### src/rtl/ram_stream_reader_if.sv
`default_nettype none
// ============================================================================
// Module  : ram_stream_reader_if
// Brief   : valid/ready/last word stream between the RAM reader and a consumer.
// Revision: 1.0
// ============================================================================
interface ram_stream_reader_if #(
    parameter int DW = 16
);
    logic          m_valid;
    logic [DW-1:0] m_data;
    logic          m_last;
    logic          m_ready;

    modport master (
        output m_valid,
        output m_data,
        output m_last,
        input  m_ready
    );

    modport slave (
        input  m_valid,
        input  m_data,
        input  m_last,
        output m_ready
    );
endinterface
`default_nettype wire

### src/rtl/ram_stream_reader.sv
`default_nettype none
// ============================================================================
// Module  : ram_stream_reader
// Brief   : streams len words from a 1-cycle-latency RAM read port onto a
//           valid/ready/last stream through a 2-entry skid buffer.
//           Optional macro RAM_STREAM_READER_STRIDE_EN adds a stride input.
// Revision: 1.0
// ============================================================================
module ram_stream_reader #(
    parameter int AW = 7,
    parameter int DW = 16
) (
    input  logic                clk,
    input  logic                rst,
    input  logic                start,
    input  logic [AW-1:0]       base_addr,
    input  logic [AW:0]         len,
`ifdef RAM_STREAM_READER_STRIDE_EN
    input  logic [AW-1:0]       stride,
`endif
    output logic                busy,
    output logic                done,
    output logic [AW-1:0]       ram_addr,
    input  logic [DW-1:0]       ram_data,
    ram_stream_reader_if.master m
);

    localparam logic [1:0] S_IDLE  = 2'd0;
    localparam logic [1:0] S_RUN   = 2'd1;
    localparam logic [1:0] S_DRAIN = 2'd2;

    localparam logic [AW:0] LEN_ONE = {{AW{1'b0}}, 1'b1};

    logic [1:0]    state_q, state_d;
    logic [AW-1:0] ptr_q, ptr_d;
    logic [AW-1:0] addr_q;
    logic [AW:0]   issue_rem_q, issue_rem_d;
    logic [AW:0]   accept_rem_q, accept_rem_d;
    logic          done_q, done_d;
    logic          inflight_q, inflight_last_q;

    logic [DW-1:0] buf_data_q [2];
    logic [1:0]    buf_last_q;
    logic          wr_ptr_q, rd_ptr_q;
    logic [1:0]    count_q;

    logic [AW-1:0] step;
    logic          issue, accept, fill, pop;
    logic          head_valid, head_last;
    logic [DW-1:0] head_data;

`ifdef RAM_STREAM_READER_STRIDE_EN
    logic [AW-1:0] step_q;

    always_ff @(posedge clk or posedge rst) begin
        if (rst) begin
            step_q <= '0;
        end else if (state_q == S_IDLE && start) begin
            step_q <= stride;
        end
    end

    assign step = step_q;
`else
    assign step = {{(AW-1){1'b0}}, 1'b1};
`endif

    // Issue only when the returning word is guaranteed a buffer slot.
    assign issue = (state_q == S_RUN) && (issue_rem_q != '0) &&
                   ((count_q + {1'b0, inflight_q}) < 2'd2);

    // Empty buffer falls through to the word arriving from the RAM this cycle.
    assign head_valid = (count_q != 2'd0) || inflight_q;
    assign head_data  = (count_q != 2'd0) ? buf_data_q[rd_ptr_q] : ram_data;
    assign head_last  = (count_q != 2'd0) ? buf_last_q[rd_ptr_q] : inflight_last_q;

    assign accept = head_valid && m.m_ready;
    assign fill   = inflight_q && !((count_q == 2'd0) && accept);
    assign pop    = accept && (count_q != 2'd0);

    assign m.m_valid = head_valid;
    assign m.m_data  = head_valid ? head_data : '0;
    assign m.m_last  = head_valid && head_last;

    assign ram_addr = issue ? ptr_q : addr_q;
    assign busy     = (state_q != S_IDLE);
    assign done     = done_q;

    always_comb begin
        state_d      = state_q;
        ptr_d        = ptr_q;
        issue_rem_d  = issue_rem_q;
        accept_rem_d = accept_rem_q;
        done_d       = 1'b0;

        case (state_q)
            S_IDLE: begin
                if (start) begin
                    if (len == '0) begin
                        done_d = 1'b1;
                    end else begin
                        state_d      = S_RUN;
                        ptr_d        = base_addr;
                        issue_rem_d  = len;
                        accept_rem_d = len;
                    end
                end
            end
            S_RUN: begin
                if (issue) begin
                    ptr_d       = ptr_q + step;
                    issue_rem_d = issue_rem_q - LEN_ONE;
                    if (issue_rem_q == LEN_ONE) begin
                        state_d = S_DRAIN;
                    end
                end
            end
            S_DRAIN: begin
            end
            default: begin
                state_d = S_IDLE;
            end
        endcase

        if (accept && (state_q != S_IDLE)) begin
            accept_rem_d = accept_rem_q - LEN_ONE;
            if (accept_rem_q == LEN_ONE) begin
                state_d = S_IDLE;
                done_d  = 1'b1;
            end
        end
    end

    always_ff @(posedge clk or posedge rst) begin
        if (rst) begin
            state_q         <= S_IDLE;
            ptr_q           <= '0;
            addr_q          <= '0;
            issue_rem_q     <= '0;
            accept_rem_q    <= '0;
            done_q          <= 1'b0;
            inflight_q      <= 1'b0;
            inflight_last_q <= 1'b0;
        end else begin
            state_q         <= state_d;
            ptr_q           <= ptr_d;
            issue_rem_q     <= issue_rem_d;
            accept_rem_q    <= accept_rem_d;
            done_q          <= done_d;
            inflight_q      <= issue;
            inflight_last_q <= issue && (issue_rem_q == LEN_ONE);
            if (issue) begin
                addr_q <= ptr_q;
            end
        end
    end

    always_ff @(posedge clk or posedge rst) begin
        if (rst) begin
            for (int i = 0; i < 2; i++) begin
                buf_data_q[i] <= '0;
            end
            buf_last_q <= '0;
            wr_ptr_q   <= 1'b0;
            rd_ptr_q   <= 1'b0;
            count_q    <= 2'd0;
        end else begin
            if (fill) begin
                buf_data_q[wr_ptr_q] <= ram_data;
                buf_last_q[wr_ptr_q] <= inflight_last_q;
                wr_ptr_q             <= ~wr_ptr_q;
            end
            if (pop) begin
                rd_ptr_q <= ~rd_ptr_q;
            end
            count_q <= count_q + {1'b0, fill} - {1'b0, pop};
        end
    end

endmodule
`default_nettype wire

### src/flat_wrapper.sv
// flat-port wrapper written by rule: the top's interface ports become plain ports
module ram_stream_reader_flat 
#(
    parameter int AW = 7,
    parameter int DW = 16
)
  (clk, rst, start, base_addr, len, busy, done, ram_addr, ram_data, m_m_valid, m_m_data, m_m_last, m_m_ready);
  ram_stream_reader_if #(.DW(DW)) m_i ();
  input  logic clk;
  input  logic rst;
  input  logic start;
  input  logic [AW-1:0] base_addr;
  input  logic [AW:0] len;
  output logic busy;
  output logic done;
  output logic [AW-1:0] ram_addr;
  input  logic [DW-1:0] ram_data;
  output wire logic [$bits(m_i.m_valid)-1:0] m_m_valid;
  output wire logic [$bits(m_i.m_data)-1:0] m_m_data;
  output wire logic [$bits(m_i.m_last)-1:0] m_m_last;
  input wire logic [$bits(m_i.m_ready)-1:0] m_m_ready;
  assign m_m_valid = m_i.m_valid;
  assign m_m_data = m_i.m_data;
  assign m_m_last = m_i.m_last;
  assign m_i.m_ready = m_m_ready;
  ram_stream_reader #(.AW(AW), .DW(DW)) u_core (.clk(clk), .rst(rst), .start(start), .base_addr(base_addr), .len(len), .busy(busy), .done(done), .ram_addr(ram_addr), .ram_data(ram_data), .m(m_i));
endmodule
### config.mk
export PLATFORM = sky130hd
export DESIGN_NAME = ram_stream_reader_flat
export DESIGN_NICKNAME = d
export VERILOG_FILES = /design/src/rtl/ram_stream_reader_if.sv /design/src/rtl/ram_stream_reader.sv /design/src/flat_wrapper.sv
export SDC_FILE = /design/constraint.sdc
export NUM_CORES = 1
export LEC_CHECK = 0
export ABC_AREA = 1
export BUFFER_PORTS_ARGS = -buffer_cell sky130_fd_sc_hd__buf_4
export CORE_UTILIZATION = 61
export DETAILED_ROUTE_END_ITERATION = 10
export GPL_TIMING_DRIVEN = 0
export PLACE_DENSITY = 0.85
export SYNTH_ARGS = -nofsm -noshare
export SYNTH_HDL_FRONTEND = slang
export SYNTH_SLANG_ARGS = --single-unit
### constraint.sdc
create_clock -name clk -period 6.55 [get_ports clk]
set_input_delay 1.31 -clock clk [delete_from_list [all_inputs] [get_ports clk]]
set_output_delay 1.31 -clock clk [all_outputs]
set_load 0.05 [all_outputs]
==> results of run 1 <==
[Yosys cell counts (all sizes together)]
| master | n |
|---|---|
| a21boi | 1 |
| a21oi | 4 |
| a31oi | 1 |
| buf | 17 |
| clkbuf | 3 |
| clkinv | 1 |
| dfrtp | 73 |
| ha | 7 |
| inv | 60 |
| mux2i | 17 |
| nand2 | 144 |
| nand3 | 40 |
| nand4 | 5 |
| nor2 | 32 |
| o211ai | 1 |
| o21ai | 68 |
| o22ai | 17 |
| o31ai | 1 |
| or2 | 3 |
| xnor2 | 1 |
| xor2 | 2 |
[registers in the layout, indices dropped and copies added (netlist names)]
signal,cells
u_core.accept_rem_q,8
u_core.addr_q,7
u_core.buf_last_q,2
u_core.inflight_last_q,1
u_core.inflight_q,1
u_core.rd_ptr_q,1
u_core.state_q,2
u_core.count_q,2
u_core.issue_rem_q,8
u_core.ptr_q,7
u_core.buf_data_q,32
u_core.wr_ptr_q,1
u_core.done,1
[cell type report]
cell class | instances | share of cell area, %
clock inverter | 5 | 1.64
buffer | 20 | 2.98
timing repair buffer | 61 | 9.56
tap | 77 | 2.01
sequential | 73 | 38.1
multi-input combinational | 344 | 37.9
inverter | 61 | 4.83
clock buffer | 11 | 2.95
[worst max path at each step]
| stage | endpoint | slack (ns) | cells past startpoint |
|---|---|---|---|
| floorplan | m_m_data[0] | 3.10 | 2 |
| global placement | u_core.accept_rem_q[1]$_DFFE_PP0P_ | 2.49 | 2 |
| detailed placement | ram_addr[4] | 3.23 | 11 |
| CTS | ram_addr[4] | 2.82 | 11 |
| global route | ram_addr[4] | 2.69 | 11 |
| finish | ram_addr[4] | 2.80 | 11 |
[cells by family (layout without fill, tap and decap cells)]
family                     Yosys count  count (layout)
DFF                                 73              73
muxes                               17              17
adders and majority gates            7               7
AOI/OAI and AO/OA                   93              93
buffers and inverters               81             158
and+or+nand+nor                    224             224
xor gates and xnor gates             3               3
[metrics by stage]
| step | cell area (sq um) | utilization, % |
|---|---|---|
| after CTS | 4790 | 75.5 |
| after global placement | 4570 | 72.0 |
| after detailed placement | 4570 | 72.0 |
| after global routing | 4790 | 75.5 |
| final | 4790 | 75.5 |
| after floorplan | 4020 | - |
[power groups by stage]
stage | combinational, W | clock (W) | sequential (W)
6_report | 0.00180 | 0.000396 | 0.000805
5_1_grt | 0.00195 | 0.000414 | 0.000827
3_5_place_dp | 0.00179 | 0 | 0.000803
3_3_place_gp | 0.00173 | 0 | 0.000789
2_1_floorplan | 0.00136 | 0 | 0.000768
4_1_cts | 0.00180 | 0.000395 | 0.000800
[worst max-delay path, delay by kind of cell, from the launching register on]
kind	cells	cell delay, ns
compound gates	1	0.09
fa+ha+maj	1	0.30
buf+inv	4	0.81
flops	1	0.42
simple gates	5	0.48
[per-layer routing]
layer / vias up / share of wire [%] / global-route usage (%) / wire, um
met5: - / 0 / 0 / 0
met2: 149 / 51 / 49.8 / 4860
met1: 1776 / 41 / 35.5 / 3890
met3: 20 / 5.9 / 4.08 / 560
li1: 1765 / - / - / -
met4: 0 / 2.2 / 13.0 / 209
==> load_flow_metrics.sql, run 1 <==
INSERT INTO impl_metrics (metric_group, metric, value, unit) VALUES
('power_and_ir_drop', 'switching_share', '50.7', '%'),
('sta', 'report.final.slew_viol_count', '0', ''),
('clocking', 'cts_sinks', '73', ''),
('power_and_ir_drop', 'power.net_switching', '0.00152', 'W'),
('drt', 'routed_wl', '9.52', 'mm'),
('clocking', 'root_buffer', 'sky130_fd_sc_hd__clkbuf_8', ''),
('power_and_ir_drop', 'power_leakage', '2.53', 'nW'),
('final_layout', 'layout.cells.most_common', 'sky130_fd_sc_hd__nand2_1', ''),
('final_layout', 'area_growth_syn_to_layout', '19.4', '%'),
('critical_path', 'critPathLaunch', 'u_core.issue_rem_q[0]$_DFFE_PP0P_', ''),
('die', 'die_x', '83.1', 'um'),
('status', 'run_status', 'completed', ''),
('critical_path', 'r2r_slack', '4.60', 'ns'),
('critical_path', 'cpMaxStageDelayCell', 'sky130_fd_sc_hd__dfrtp_1', ''),
('sta', 'final-hold-violation-count', '0', ''),
('sta', 'achievable-frequency', '267', 'MHz'),
('global_routing', 'antenna_found_initial', '0', ''),
('min_path', 'holdPathStages', '2', ''),
('drt', 'routed_antenna_nets', '0', ''),
('synth', 'synth.mux.area_fraction', '4.24', '%'),
('drt', 'wl_per_cell', '14.6', 'um'),
('power_and_ir_drop', 'totalPowerFinal', '0.00300', 'W'),
('global_routing', 'first_global_vias', '3593', ''),
('synth', 'synth_area_leader_cell', 'sky130_fd_sc_hd__dfrtp_1', ''),
('critical_path', 'timing.critical_path.arrival', '2.44', 'ns'),
('synth', 'postSynthNetCount', '540', ''),
('final_layout', 'design.final.nets', '612', ''),
('synth', 'yosys.area_share.simple', '23.3', '%'),
('die', 'floorplan.die_area', '6910', 'sq um'),
('sta', 'layout_min_cycle_time', '3.75', 'ns'),
('power_and_ir_drop', 'power.sequential.fraction', '26.9', '%'),
('critical_path', 'cp-start-kind', 'flop', ''),
('critical_path', 'cp.required', '5.24', 'ns'),
('critical_path', 'crit_path_cell_trace', 'inv_1 -> ha_1 -> nand2_1 -> nor2_1 -> nand2_1 -> nand2_1 -> buf_2 -> buf_6 -> nand2_1 -> o21ai_2 -> buf_4', ''),
('clocking', 'cts_tree', 'yes', ''),
('final_layout', 'area.sequential', '1830', 'sq um'),
('sta', 'worstMarginPinSlew', '0.889', 'ns'),
('clocking', 'postCtsSetupBuffers', '0', ''),
('synth', 'postSynthAreaPerCell', '8.06', 'sq um'),
('synth', 'synth_xor_xnor_area_share', '0.654', '%'),
('sta', 'fin_setup_tns', '0', 'ns'),
('min_path', 'hold_path_end', 'u_core.addr_q[1]$_DFF_PP0_', ''),
('synth', 'postSynthRegisterBits', '73', ''),
('power_and_ir_drop', 'internal_pwr_total', '0.00148', 'W'),
('global_routing', 'pin_count_of_the_biggest_net_entering_global_routing', '74', ''),
('placed_design', 'dp_worst_setup_slack', '3.23', 'ns'),
('drt', 'detail_route.first_pass.iterations', '5', ''),
('synth', 'post-synth-top-area-fraction', '45.5', '%'),
('die', 'floorplan.die.height', '83.1', 'um'),
('drt', 'route.detailed.vias_per_inst', '5.69', ''),
('job', 'cap_viol_max_count', '0', ''),
('drt', 'drcViolationCount', '0', ''),
('final_layout', 'fillers', '468', ''),
('drt', 'via_count', '3710', ''),
('sta', 'unrepaired_setup_endpoints_after_global_routing', 'false', ''),
('placed_design', 'detailedPlacementHpwl', '6.48', 'mm'),
('synth', 'post_synth_num_cell_types', '32', ''),
('clocking', 'holdBufCountCts', '0', ''),
('synth', 'synth_cells', '498', ''),
('sta', 'slew_headroom', '40.8', '%'),
('global_routing', 'global_route_wire_length_before_repair', '16.0', 'mm'),
('critical_path', 'r2r_cells', '10', ''),
('sta', 'setup_viol', '0', ''),
('synth', 'main_area_contributors_after_synthesis', 'sky130_fd_sc_hd__dfrtp_1, sky130_fd_sc_hd__nand2_1, sky130_fd_sc_hd__inv_1', ''),
('die', 'floorplan.rows', '29', ''),
('synth', 'synth_top_family_by_area', 'simple AND/OR/NAND/NOR gates', ''),
('critical_path', 'crit_type', 'flop to output pin', ''),
('min_path', 'hold_class', 'flop to flop', ''),
('final_layout', 'drive_above_1_share', '22.6', '%'),
('clocking', 'insertion_delay', '0.35', 'ns'),
('final_layout', 'multiInputGateArea', '1820', 'sq um');
(Power assumes the default switching activity.)
==> run 2, diff against run 1 <==
Settings changed: CORE_UTILIZATION 61 to 57, PLACE_DENSITY 0.85 to 0.8.
Clock period 6.55 ns to 3.49 ns, I/O delays scaled along.
==> load_flow_metrics.sql, run 2 (synthesis gave the netlist of run 1 again) <==
INSERT INTO impl_metrics (metric_group, metric, value, unit) VALUES
('status', 'run_status', 'completed', ''),
('global_routing', 'pin_count_of_the_biggest_net_entering_global_routing', '74', ''),
('global_routing', 'antenna_found_initial', '0', ''),
('final_layout', 'drive_above_1_share', '22.3', '%'),
('drt', 'route.detailed.vias_per_inst', '5.32', ''),
('min_path', 'hold_path_end', 'u_core.addr_q[2]$_DFF_PP0_', ''),
('clocking', 'cts_tree', 'yes', ''),
('sta', 'slew_headroom', '41.2', '%'),
('drt', 'routed_wl', '8.96', 'mm'),
('die', 'floorplan.rows', '30', ''),
('sta', 'layout_min_cycle_time', '3.02', 'ns'),
('critical_path', 'r2r_cells', '10', ''),
('critical_path', 'r2r_slack', '1.65', 'ns'),
('power_and_ir_drop', 'p_per_area', '1140', 'nW/um^2'),
('critical_path', 'cp-start-kind', 'flop', ''),
('sta', 'final-hold-violation-count', '0', ''),
('job', 'cap_viol_max_count', '0', ''),
('final_layout', 'n_antenna_cell', '0', ''),
('power_and_ir_drop', 'max-vdd-ir-drop', '0.000616', 'V'),
('drt', 'drcViolationCount', '0', ''),
('clocking', 'cts_made_buffers', '9', ''),
('final_layout', 'layout.cells.most_common', 'sky130_fd_sc_hd__nand2_1', ''),
('drt', 'detail_route.first_pass.iterations', '4', ''),
('critical_path', 'cp.required', '2.79', 'ns'),
('die', 'io-pin-count', '62', ''),
('placed_design', 'globalplace.congestion', '0.912', ''),
('global_routing', 'global_route_wire_length_before_repair', '15.6', 'mm'),
('placed_design', 'post_place_instance_area', '4600', 'sq um'),
('clocking', 'cts_htree_levels', '3', ''),
('final_layout', 'fillers', '542', ''),
('placed_design', 'detailedPlacementHpwl', '6.26', 'mm'),
('placed_design', 'dp_worst_setup_slack', '0.831', 'ns'),
('drt', 'routed_antenna_nets', '0', ''),
('final_layout', 'stdcell_area', '4770', 'sq um'),
('sta', 'setup_viol', '0', ''),
('critical_path', 'critical_path.reg2reg.startpoint', 'u_core.issue_rem_q[0]$_DFFE_PP0P_', ''),
('power_and_ir_drop', 'power.net_switching', '0.00278', 'W'),
('sta', 'fin_setup_tns', '0', 'ns'),
('final_layout', 'largest_register_ff_count', '32', ''),
('die', 'floorplan_core_area', '6790', 'sq um'),
('critical_path', 'regToRegEndpoint', 'u_core.addr_q[4]$_DFF_PP0_', ''),
('power_and_ir_drop', 'power_frac_clock', '11.1', '%'),
('clocking', 'postCtsSetupBuffers', '0', ''),
('drt', 'via_count', '3569', ''),
('sta', 'achievable-frequency', '331', 'MHz'),
('critical_path', 'worstPathMaxFanout', '10', ''),
('die', 'floorplan.initialDensity', '59.1', '%'),
('min_path', 'holdPathStages', '2', ''),
('final_layout', 'largestRegisters', 'u_core.buf_data_q (32), u_core.accept_rem_q (8), u_core.issue_rem_q (8)', ''),
('sta', 'final_min_period_over_clock_period', '86.7', '%'),
('final_layout', 'most-common-layout-cells', 'sky130_fd_sc_hd__nand2_1, sky130_fd_sc_hd__dfrtp_1, sky130_fd_sc_hd__buf_4', ''),
('final_layout', 'area_growth_syn_to_layout', '18.8', '%'),
('final_layout', 'registers.top_by_ff_count', 'u_core.buf_data_q', ''),
('clocking', 'insertion_delay', '0.35', 'ns'),
('drt', 'drt_first_iter_violations', '163', ''),
('sta', 'report.final.slew_viol_count', '0', ''),
('power_and_ir_drop', 'power.combinational.fraction', '61.3', '%'),
('clocking', 'clock_path_buffers', '2', ''),
('die', 'floorplan.die_area', '7380', 'sq um'),
('sta', 'finalWorstSetupSlack', '0.466', 'ns'),
('power_and_ir_drop', 'internal_pwr_total', '0.00265', 'W'),
('critical_path', 'crit_type', 'flop to output pin', ''),
('critical_path', 'critPathLaunch', 'u_core.issue_rem_q[0]$_DFFE_PP0P_', ''),
('global_routing', 'first_global_vias', '3548', ''),
('clocking', 'cts_sinks', '73', ''),
('die', 'floorplan.die.height', '85.9', 'um'),
('sta', 'unrepaired_setup_endpoints_after_global_routing', 'false', ''),
('sta', 'worstMarginPinSlew', '0.883', 'ns'),
('drt', 'wl_per_cell', '13.4', 'um'),
('clocking', 'root_buffer', 'sky130_fd_sc_hd__clkbuf_8', ''),
('power_and_ir_drop', 'power.sequential.fraction', '27.6', '%'),
('critical_path', 'crit_path_end_kind', 'output pin', ''),
('power_and_ir_drop', 'switching_share', '51.1', '%'),
('clocking', 'worst_setup_hold_path_clk_slew', '0.07', 'ns'),
('global_routing', 'grt_util_all_layers', '27.1', '%'),
('placed_design', 'port_buffers', '61', ''),
('sta', 'clock-skew-final', '0.00877', 'ns'),
('min_path', 'hold_class', 'flop to flop', ''),
('global_routing', 'gr-total-overflow', '0', ''),
('final_layout', 'multiInputGateArea', '1820', 'sq um'),
('clocking', 'cts_resized', '0', ''),
('die', 'die_x', '85.9', 'um'),
('min_path', 'timing.hold.worst.start', 'u_core.addr_q[2]$_DFF_PP0_', ''),
('final_layout', 'area.sequential', '1830', 'sq um'),
('final_layout', 'design.final.nets', '612', ''),
('power_and_ir_drop', 'power_leakage', '2.51', 'nW'),
('critical_path', 'timing.critical_path.arrival', '2.33', 'ns'),
('clocking', 'holdBufCountCts', '0', '');
==> run 2: worst max path at each step <==
| stage | to | slack [ns] | cells past startpoint |
|---|---|---|---|
| 6_report | ram_addr[4] | 0.47 | 11 |
| 3_5_place_dp | ram_addr[4] | 0.83 | 11 |
| 2_1_floorplan | m_m_data[10] | 0.93 | 5 |
| 3_3_place_gp | u_core.accept_rem_q[0]$_DFFE_PP0P_ | 0.04 | 2 |
| 5_1_grt | ram_addr[4] | 0.28 | 11 |
| 4_1_cts | ram_addr[4] | 0.45 | 11 |
==> run 2: stage by stage <==
step / hold slack [ns] / cells / util (%) / power (W)
3_5_place_dp: 0.461 / 655 / 67.6 / 0.00484
5_1_grt: 0.493 / 671 / 70.2 / 0.00586
2_1_floorplan: 0.453 / 498 / - / 0.00399
4_1_cts: 0.482 / 671 / 70.2 / 0.00545
6_report: 0.478 / 671 / 70.2 / 0.00543
3_3_place_gp: 0.452 / 655 / 67.6 / 0.00474
==> run 2: worst max-delay path, stage by stage (launching register included) <==
cell                      delay [ns]
sky130_fd_sc_hd__dfrtp_1        0.41
sky130_fd_sc_hd__inv_1          0.12
sky130_fd_sc_hd__ha_1           0.28
sky130_fd_sc_hd__nand2_1        0.08
sky130_fd_sc_hd__nor2_1         0.12
sky130_fd_sc_hd__nand2_1        0.08
sky130_fd_sc_hd__nand2_1        0.09
sky130_fd_sc_hd__buf_2          0.24
sky130_fd_sc_hd__buf_6          0.20
sky130_fd_sc_hd__nand2_1        0.07
sky130_fd_sc_hd__o21ai_2        0.07
sky130_fd_sc_hd__buf_4          0.22
==> run 2: area by class of cell <==
cell class	count	share of cell area (%)
Clock buffer	14	3.41
Tap cell	96	2.52
Timing Repair Buffer	61	9.60
Multi-Input combinational cell	344	38.1
Buffer	20	2.99
Clock inverter	2	0.262
Sequential cell	73	38.3
Inverter	61	4.85
==> run 2: per-layer routing <==
metal | GRT usage, % | wire (um) | up-vias
met5 | 0 | 0 | -
li1 | - | - | 1765
met4 | 9.85 | 162 | 0
met2 | 47.9 | 4530 | 100
met3 | 4.52 | 372 | 14
met1 | 33.2 | 3890 | 1690
==> run 2: power groups by stage <==
stage          logic (W)  clock network [W]  registers [W]
3_5_place_dp     0.00334                  0        0.00150
3_3_place_gp     0.00325                  0        0.00148
5_1_grt          0.00366           0.000647        0.00155
2_1_floorplan    0.00255                  0        0.00144
6_report         0.00333           0.000603        0.00150
4_1_cts          0.00335           0.000611        0.00149
==> run 3, diff against run 2 <==
Settings changed: CORE_ASPECT_RATIO set to 0.9.
==> load_flow_metrics.sql, run 3 (synthesis gave the netlist of run 1 again) <==
INSERT INTO impl_metrics (metric_group, metric, value, unit) VALUES
('status', 'run_status', 'completed', ''),
('die', 'floorplan_core_area', '6690', 'sq um'),
('die', 'floorplan.die_area', '7380', 'sq um'),
('sta', 'slew_headroom', '66.3', '%'),
('placed_design', 'globalplace.congestion', '0.865', ''),
('sta', 'layout_min_cycle_time', '3.06', 'ns'),
('die', 'floorplan.rows', '28', ''),
('critical_path', 'cp.required', '2.79', 'ns'),
('final_layout', 'multiInputGateArea', '1820', 'sq um'),
('sta', 'final_min_period_over_clock_period', '87.7', '%'),
('die', 'io-pin-count', '62', ''),
('critical_path', 'cpMaxStageDelayCell', 'sky130_fd_sc_hd__dfrtp_1', ''),
('clocking', 'root_buffer', 'sky130_fd_sc_hd__clkbuf_8', ''),
('die', 'floorplan.initialDensity', '60.0', '%'),
('final_layout', 'fillers', '562', ''),
('job', 'cap_viol_max_count', '0', ''),
('critical_path', 'critPathTopFamily', 'buffers and inverters', ''),
('drt', 'wl_per_cell', '13.7', 'um'),
('global_routing', 'antenna_found_initial', '0', ''),
('clocking', 'cts_resized', '0', ''),
('drt', 'drt_first_iter_violations', '240', ''),
('drt', 'detail_route.first_pass.iterations', '5', ''),
('die', 'floorplan.die.height', '81.6', 'um'),
('critical_path', 'crit_path_cell_trace', 'inv_1 -> ha_1 -> nand2_1 -> nor2_1 -> nand2_1 -> nand2_1 -> buf_2 -> buf_6 -> nand2_1 -> o21ai_2 -> buf_4', ''),
('placed_design', 'port_buffers', '61', ''),
('clocking', 'cts_htree_levels', '3', ''),
('clocking', 'cts_made_buffers', '9', ''),
('drt', 'routed_wl', '9.15', 'mm'),
('final_layout', 'registers.top_by_ff_count', 'u_core.buf_data_q', ''),
('clocking', 'cts_sinks', '73', ''),
('final_layout', 'n_antenna_cell', '0', ''),
('critical_path', 'critical_path_buf_inv_count', '4', ''),
('global_routing', 'global_route_wire_length_before_repair', '15.1', 'mm'),
('critical_path', 'crit_path_end_kind', 'output pin', ''),
('critical_path', 'timing.critical_path.arrival', '2.36', 'ns'),
('drt', 'routed_antenna_nets', '0', ''),
('min_path', 'hold_class', 'input pin to asynchronous set/reset pin', ''),
('sta', 'worstMarginPinSlew', '0.505', 'ns'),
('final_layout', 'area_growth_syn_to_layout', '19.7', '%'),
('power_and_ir_drop', 'power_leakage', '2.53', 'nW'),
('final_layout', 'design.final.nets', '613', ''),
('placed_design', 'detailedPlacementHpwl', '6.50', 'mm'),
('clocking', 'cts_tree', 'yes', ''),
('sta', 'final-hold-violation-count', '0', ''),
('clocking', 'worst_setup_hold_path_clk_slew', '0.08', 'ns'),
('sta', 'fin_hold_ws', '0.283', 'ns'),
('sta', 'setup_viol', '0', ''),
('global_routing', 'first_global_vias', '3261', ''),
('clocking', 'postCtsSetupBuffers', '0', ''),
('sta', 'fin_setup_tns', '0', 'ns'),
('critical_path', 'path_common_cell', 'sky130_fd_sc_hd__nand2_1', ''),
('sta', 'achievable-frequency', '327', 'MHz'),
('critical_path', 'cp-start-kind', 'flop', ''),
('final_layout', 'layout.cells.most_common', 'sky130_fd_sc_hd__nand2_1', ''),
('critical_path', 'crit_type', 'flop to output pin', ''),
('final_layout', 'drive_above_1_share', '22.4', '%'),
('die', 'die_x', '90.5', 'um'),
('drt', 'route.detailed.vias_per_inst', '5.35', ''),
('global_routing', 'pin_count_of_the_biggest_net_entering_global_routing', '57', ''),
('final_layout', 'most-common-layout-cells', 'sky130_fd_sc_hd__nand2_1, sky130_fd_sc_hd__dfrtp_1, sky130_fd_sc_hd__buf_4', ''),
('critical_path', 'critPathMaxStageDelay', '0.42', 'ns'),
('sta', 'report.final.slew_viol_count', '0', ''),
('power_and_ir_drop', 'p_per_area', '1140', 'nW/um^2'),
('final_layout', 'largest_register_ff_count', '32', ''),
('clocking', 'holdBufCountCts', '0', ''),
('drt', 'via_count', '3561', ''),
('sta', 'clock-skew-final', '0.00667', 'ns'),
('clocking', 'insertion_delay', '0.35', 'ns'),
('power_and_ir_drop', 'max-vdd-ir-drop', '0.000735', 'V'),
('clocking', 'clock_path_buffers', '2', ''),
('global_routing', 'gr-total-overflow', '0', ''),
('sta', 'unrepaired_setup_endpoints_after_global_routing', 'false', ''),
('global_routing', 'grt_util_all_layers', '26.1', '%'),
('final_layout', 'largestRegisters', 'u_core.buf_data_q (32), u_core.accept_rem_q (8), u_core.issue_rem_q (8)', ''),
('drt', 'drcViolationCount', '0', ''),
('final_layout', 'area.sequential', '1830', 'sq um'),
('critical_path', 'worstPathMaxFanout', '10', '');
## run 3: stage by stage
stage	utilization (%)	worst slack [ns]	area, sq um	instances	power, W
5_1_grt	71.8	0.274	4800	666	0.00590
3_5_place_dp	69.0	0.813	4620	650	0.00484
2_1_floorplan	-	0.934	4020	498	0.00399
3_3_place_gp	68.5	0.00263	4590	649	0.00476
6_report	71.8	0.430	4800	666	0.00550
4_1_cts	71.8	0.417	4800	666	0.00552
## run 3: cell type report
cell class,instances,share of cell area [%]
timing repair buffer,62,10.1
inverter,61,4.82
sequential,73,38.0
clock inverter,3,0.833
clock buffer,13,3.10
tap,90,2.34
multi-input combinational,344,37.8
buffer,20,2.97
## run 3: metal layers
metal,vias up,GRT usage (%),part of all wire [%]
met1,1683,35.2,46
met5,-,0,0
met2,95,43.8,48
met3,6,5.19,4.9
met4,0,5.97,0.46
li1,1777,-,-
## run 3: power breakdown
group	switching (W)	internal (W)	leakage, nW
Clock	0.000310	0.000349	0.0974
Sequential	0.000261	0.00124	0.912
Combinational	0.00223	0.00112	1.52
Total	0.00280	0.00271	2.53
## run 3: path summary, 6_finish.rpt
path | start | endpoint | slack (ns) | cells past startpoint
worst max-delay path | u_core.issue_rem_q[0]$_DFFE_PP0P_ | ram_addr[5] | 0.43 | 11
worst min-delay path | rst | u_core.ptr_q[3]$_DFFE_PP0P_ | 0.28 | 2
worst max register to register | u_core.issue_rem_q[0]$_DFFE_PP0P_ | u_core.addr_q[5]$_DFF_PP0_ | 1.62 | 10
worst min register to register | u_core.addr_q[6]$_DFF_PP0_ | u_core.addr_q[6]$_DFF_PP0_ | 0.47 | 2
max in group asynchronous | rst | u_core.buf_data_q[22]$_DFFE_PP0P_ | 2.65 | 3
min in group clk | u_core.addr_q[6]$_DFF_PP0_ | u_core.addr_q[6]$_DFF_PP0_ | 0.47 | 2
